### src/rtl/banderas_pkg.sv
// Shared definitions for the NZCV flag consumer: condition codes, trap FSM
// states, ALU add/sub group selector and NZCV bit positions.
package banderas_pkg;

  typedef enum logic [3:0] {
    CC_EQ  = 4'h0,
    CC_NE  = 4'h1,
    CC_CS  = 4'h2,
    CC_CC  = 4'h3,
    CC_MI  = 4'h4,
    CC_PL  = 4'h5,
    CC_VS  = 4'h6,
    CC_VC  = 4'h7,
    CC_HI  = 4'h8,
    CC_LS  = 4'h9,
    CC_GE  = 4'hA,
    CC_LT  = 4'hB,
    CC_GT  = 4'hC,
    CC_LE  = 4'hD,
    CC_AL  = 4'hE,
    CC_RSV = 4'hF
  } cond_e;

  typedef enum logic [1:0] {
    ST_IDLE   = 2'd0,
    ST_REQ    = 2'd1,
    ST_ESPERA = 2'd2
  } trap_st_e;

  // sel[2:1] value of the add/sub group; only these ops produce a valid V
  localparam logic [1:0] SEL_ADDSUB = 2'b00;

  localparam int IDX_N = 3;
  localparam int IDX_Z = 2;
  localparam int IDX_C = 1;
  localparam int IDX_V = 0;

endpackage

### src/rtl/banderas_cond_evaluador_cond.sv
// Purely combinational condition evaluator: NZCV flags + 4-bit condition
// field -> conditional-execute enable.
module evaluador_cond
  import banderas_pkg::*;
(
  input  logic [3:0] i_flags,
  input  logic [3:0] i_cond,
  output logic       o_ejecutar
);

  logic w_n, w_z, w_c, w_v;

  assign w_n = i_flags[IDX_N];
  assign w_z = i_flags[IDX_Z];
  assign w_c = i_flags[IDX_C];
  assign w_v = i_flags[IDX_V];

  // Decode the condition field against the selected flags
  always_comb begin
    o_ejecutar = 1'b0;
    case (cond_e'(i_cond))
      CC_EQ:   o_ejecutar = w_z;
      CC_NE:   o_ejecutar = ~w_z;
      CC_CS:   o_ejecutar = w_c;
      CC_CC:   o_ejecutar = ~w_c;
      CC_MI:   o_ejecutar = w_n;
      CC_PL:   o_ejecutar = ~w_n;
      CC_VS:   o_ejecutar = w_v;
      CC_VC:   o_ejecutar = ~w_v;
      CC_HI:   o_ejecutar = w_c & ~w_z;
      CC_LS:   o_ejecutar = ~w_c | w_z;
      CC_GE:   o_ejecutar = (w_n == w_v);
      CC_LT:   o_ejecutar = (w_n != w_v);
      CC_GT:   o_ejecutar = ~w_z & (w_n == w_v);
      CC_LE:   o_ejecutar = w_z | (w_n != w_v);
      CC_AL:   o_ejecutar = 1'b1;
      default: o_ejecutar = 1'b0;
    endcase
  end

endmodule

### src/rtl/banderas_cond.sv
// banderas_cond: NZCV status register, condition evaluation, overflow trap
// request/acknowledge handshake and saturating overflow event counter.
// Optional macro BANDERAS_BYPASS_EN: forwards the incoming flags to the
// condition evaluator when they are being written in the same cycle.
module banderas_cond
  import banderas_pkg::*;
#(
  parameter int CONT_W = 8
) (
  input  logic              i_clk,
  input  logic              i_rst_n,
  input  logic              i_flag_n,
  input  logic              i_flag_z,
  input  logic              i_flag_c,
  input  logic              i_flag_v,
  input  logic [2:0]        i_sel,
  input  logic              i_flags_we,
  input  logic [3:0]        i_cond,
  output logic              o_ejecutar,
  output logic [3:0]        o_nzcv,
  input  logic              i_trap_en,
  output logic              o_trap_req,
  input  logic              i_trap_ack,
  output logic              o_trap_perdido,
  input  logic              i_cnt_clr,
  output logic [CONT_W-1:0] o_cnt_v
);

  logic [3:0]        r_nzcv;
  logic [CONT_W-1:0] r_cnt_v;
  logic              r_perdido;
  logic              r_pend;
  trap_st_e          r_state;
  trap_st_e          w_state_next;
  logic              w_pend_next;
  logic              w_v_eff;
  logic              w_ov_evt;
  logic              w_trap_evt;
  logic [3:0]        w_flags_in;
  logic [3:0]        w_eval_flags;

  // V is only meaningful for add/sub; logic ops clear it
  assign w_v_eff    = i_flag_v & (i_sel[2:1] == SEL_ADDSUB);
  assign w_flags_in = {i_flag_n, i_flag_z, i_flag_c, w_v_eff};
  assign w_ov_evt   = i_flags_we & w_v_eff;
  assign w_trap_evt = w_ov_evt & i_trap_en;

`ifdef BANDERAS_BYPASS_EN
  assign w_eval_flags = i_flags_we ? w_flags_in : r_nzcv;
`else
  assign w_eval_flags = r_nzcv;
`endif

  evaluador_cond u_eval (
    .i_flags    (w_eval_flags),
    .i_cond     (i_cond),
    .o_ejecutar (o_ejecutar)
  );

  // Architectural flag register
  always_ff @(posedge i_clk or negedge i_rst_n) begin
    if (!i_rst_n)        r_nzcv <= 4'b0000;
    else if (i_flags_we) r_nzcv <= w_flags_in;
  end

  // Saturating overflow counter; clear wins over a same-cycle event
  always_ff @(posedge i_clk or negedge i_rst_n) begin
    if (!i_rst_n)                              r_cnt_v <= '0;
    else if (i_cnt_clr)                        r_cnt_v <= '0;
    else if (w_ov_evt && (r_cnt_v != '1))      r_cnt_v <= r_cnt_v + 1'b1;
  end

  // Sticky lost-trap flag; a new loss wins over a same-cycle clear
  always_ff @(posedge i_clk or negedge i_rst_n) begin
    if (!i_rst_n)                                   r_perdido <= 1'b0;
    else if (w_trap_evt && (r_state != ST_IDLE))    r_perdido <= 1'b1;
    else if (i_cnt_clr)                             r_perdido <= 1'b0;
  end

  // Trap FSM state register plus a one-deep pending slot for an event that
  // arrives on the ESPERA->IDLE transition
  always_ff @(posedge i_clk or negedge i_rst_n) begin
    if (!i_rst_n) begin
      r_state <= ST_IDLE;
      r_pend  <= 1'b0;
    end else begin
      r_state <= w_state_next;
      r_pend  <= w_pend_next;
    end
  end

  // Trap FSM next-state logic (4-phase req/ack)
  always_comb begin
    w_state_next = r_state;
    w_pend_next  = r_pend;
    case (r_state)
      ST_IDLE: begin
        w_pend_next = 1'b0;
        if (w_trap_evt || r_pend) w_state_next = ST_REQ;
      end
      ST_REQ: begin
        if (i_trap_ack) w_state_next = ST_ESPERA;
      end
      ST_ESPERA: begin
        if (!i_trap_ack) begin
          w_state_next = ST_IDLE;
          w_pend_next  = w_trap_evt;
        end
      end
      default: w_state_next = ST_IDLE;
    endcase
  end

  assign o_nzcv         = r_nzcv;
  assign o_cnt_v        = r_cnt_v;
  assign o_trap_perdido = r_perdido;
  assign o_trap_req     = (r_state == ST_REQ);

endmodule
### config.mk
export PLATFORM = sky130hd
export DESIGN_NAME = banderas_cond
export DESIGN_NICKNAME = d
export VERILOG_FILES = /design/src/rtl/banderas_pkg.sv /design/src/rtl/banderas_cond_evaluador_cond.sv /design/src/rtl/banderas_cond.sv
export SDC_FILE = /design/constraint.sdc
export NUM_CORES = 1
export LEC_CHECK = 0
export CORE_MARGIN = 5
export CORE_UTILIZATION = 40
export CTS_CLUSTER_DIAMETER = 30
export DETAILED_ROUTE_END_ITERATION = 8
export PLACE_DENSITY = 0.78
export SKIP_LAST_GASP = 1
export SYNTH_ARGS = -nofsm -noshare
export SYNTH_HDL_FRONTEND = slang
export SYNTH_SLANG_ARGS = --single-unit
### constraint.sdc
create_clock -name i_clk -period 2.04 [get_ports i_clk]
set_input_delay 0.204 -clock i_clk [delete_from_list [all_inputs] [get_ports i_clk]]
set_output_delay 0.204 -clock i_clk [all_outputs]
set_load 0.005 [all_outputs]
==> reports/summary.txt <==
status = finished, final reports clean
overall routed net length = 2.18 mm
ANT nets after route = 0
I/O pin count = 32
CP max FO = 4
Async S/R FF share, synth = 100%
Synth area leader = dfrtp_1
fillers = 200
Hold/Removal Path Class = input port to asynchronous set/reset pin
Post-Syn Nets = 113
first-pass iteration count of the detailed router = 2
CTS tree = yes
Final Hold Vio Count = 0
synth top area cells = dfrtp_1, xor2_1, nor2b_1, xnor2_1, mux2_2
Layout Nets = 153
CP Capture Type = primary output
Die ar. = 0.00345 mm²
synthesized area = 950 µm²
internal power = 0.524 mW
Global Route Usage Sum = 13.3%
Final Instance Count excl. Fillers = 161
PwrDens = 524 mW/mm²
layout cells sized above 1 = 15.8%
Die X = 58.7 µm
Req. time, crit path = 1840 ps
Seq/Total Area, Yosys = 42.2%
area delta synth->final = 43.2%
CTS buffer count = 3
CTS Sinks = 16
flops & latches, synth = 16
worst skew pair latency = 290 ps
RSZ-0062 raised after global routing = no
Logic pwr share = 25.7%
GRT overflow = 0
WL per Instance = 13.5 µm
first-pass GRT wire length = 3.53 mm
max-cap violations = 0
Worst path max stage delay = 410 ps
number of vias per cell = 5.38
Worst Max-Slew Pin Slew = 688 ps
Vias = 866
CTS root buffer = clkbuf_4
Ys Warns = 0
DRC Markers = 0
vias in the first global route = 808
Setup crit start kind = flip-flop
Worst VDD drop = 453 µV
number of synthesized flops with an enable pin = 0
starting density of the core = 42.5%
cell count after placement = 154
critical path buffer and inverter count = 2
Worst slew margin = 54.0%
syn_area_per_cell = 10.0 µm²
Cell Chain, Critical Path = buf_4 > xor2_1 > o311a_1 > a311o_1 > clkdlybuf4s15_1
worst endpoint data arrival time = 1760 ps
clk slew on worst S/H paths = 90 ps
switching share of power = 26.5%
CP Class = flip-flop to primary output
max-slew violation count = 0
Static Leakage = 0.562 nW
Pwr Total = 0.712 mW
Synth Flop Type = dfrtp_1
clock tree buffer depth = 2
fmax = 508 MHz
drt first-iter violations = 22
Netlist cell types = 40
Buffers on Ports = 30
number of diodes = 0
post-synth top area share = 42.2%
Final Setup Violations = 0
Final Skew = 6.29 ps
pin count of the biggest net entering global routing = 17
num rows = 17
GPL Wtd Cong = 0.868
Mapped Cells = 95
die span in y = 58.7 µm
HPWL Detailed = 1.68 mm
Tcrit/Tclk final = 96.4%
most frequent cells in the layout = clkdlybuf4s50_1, dfrtp_1, buf_4
hold-fix buffers at CTS = 0
initial antenna violation count = 0
core area = 0.00223 mm²
P_sw = 0.189 mW
most common cell after layout, fill and taps aside = clkdlybuf4s50_1
Clock Power Share = 22.5%
CP top delay family = compound AO/OA/AOI/OAI gates
TNS Setup = 0 ps
Flop pwr share = 51.8%
Final min period = 1970 ps
H-tree depth = 1
CP max-delay cell = dfrtp_1
through the flow:
| stage | util [%] | cell area (µm²) | worst slack [ps] | hold slack [ps] |
|---|---|---|---|---|
| floorplan | - | 950 | 489 | -91.6 |
| global route | 60.9 | 1360 | 4.83 | 382 |
| finish | 60.9 | 1360 | 73.4 | 326 |
| CTS | 60.5 | 1350 | 16.5 | 348 |
| global placement | 58.3 | 1300 | -219 | 488 |
| detailed placement | 58.3 | 1300 | -249 | 508 |
cell usage after synthesis, types with 2 or more instances:
cell type / n
a21oi_1: 4
and2_1: 2
buf_2: 2
dfrtp_1: 16
inv_1: 3
mux2_2: 3
nand2_1: 6
nand3_1: 2
nor2_1: 7
nor2b_1: 6
nor3b_1: 2
o21ai_0: 4
o31ai_1: 3
or3_1: 2
xnor2_1: 4
xor2_1: 5
registers in the layout, summed over array words and instances, names as in the netlist:
name and cells:
o_cnt_v 8, o_nzcv 4, o_trap_perdido 1, r_pend 1
r_state 2
power groups by stage:
stage / logic [mW] / registers, mW / clock network, mW
6_report: 0.183 / 0.369 / 0.160
5_1_grt: 0.201 / 0.373 / 0.184
4_1_cts: 0.181 / 0.368 / 0.172
3_5_place_dp: 0.173 / 0.376 / 0
3_3_place_gp: 0.167 / 0.374 / 0
2_1_floorplan: 0.0841 / 0.368 / 0
what timing repair did:
action | CTS | global route
resized for setup | 6 | 2
endpoints found under the setup margin | 1 | 1
pin swaps | 4 | 3
setup buffers | 4 | 0
metal layers:
layer | routed length, µm | track usage, %
met1 | 973 | 15.3
met2 | 1010 | 22.1
met3 | 145 | 3.95
met4 | 46 | 6.80
met5 | 0 | 0
logic make-up after synthesis:
logic type | Yosys count | synth area share, %
and+or+nand+nor | 35 | 21.7
AOI/OAI and AO/OA | 24 | 19.2
DFF | 16 | 42.2
xor gates and xnor gates | 9 | 8.30
muxes | 4 | 4.61
adders and majority gates | 1 | 1.32
buffers and inverters | 6 | 2.63
cell type report:
class	instances	area, µm²	area share [%]
clock buffer	3	22.5	1.66
inverter	3	11.3	0.828
sequential	16	403	29.6
timing repair buffer	38	357	26.2
multi-input combinational	73	532	39.1
tap	28	35.0	2.58
final timing paths:
check / endpoint / cells after the start / slack (ps) / from
max in group asynchronous: o_nzcv[3] / 1 / 1230 / i_rst_n
hold reg to reg: r_state[0] / 1 / 520 / r_state[1]
setup reg to reg: o_cnt_v[7] / 5 / 360 / o_cnt_v[0]
hold / removal: o_cnt_v[4] / 1 / 330 / i_rst_n
setup / recovery: o_ejecutar / 5 / 70 / o_nzcv[2]
min in group i_clk: r_state[0] / 1 / 520 / r_state[1]
(Power assumes the default switching activity.)
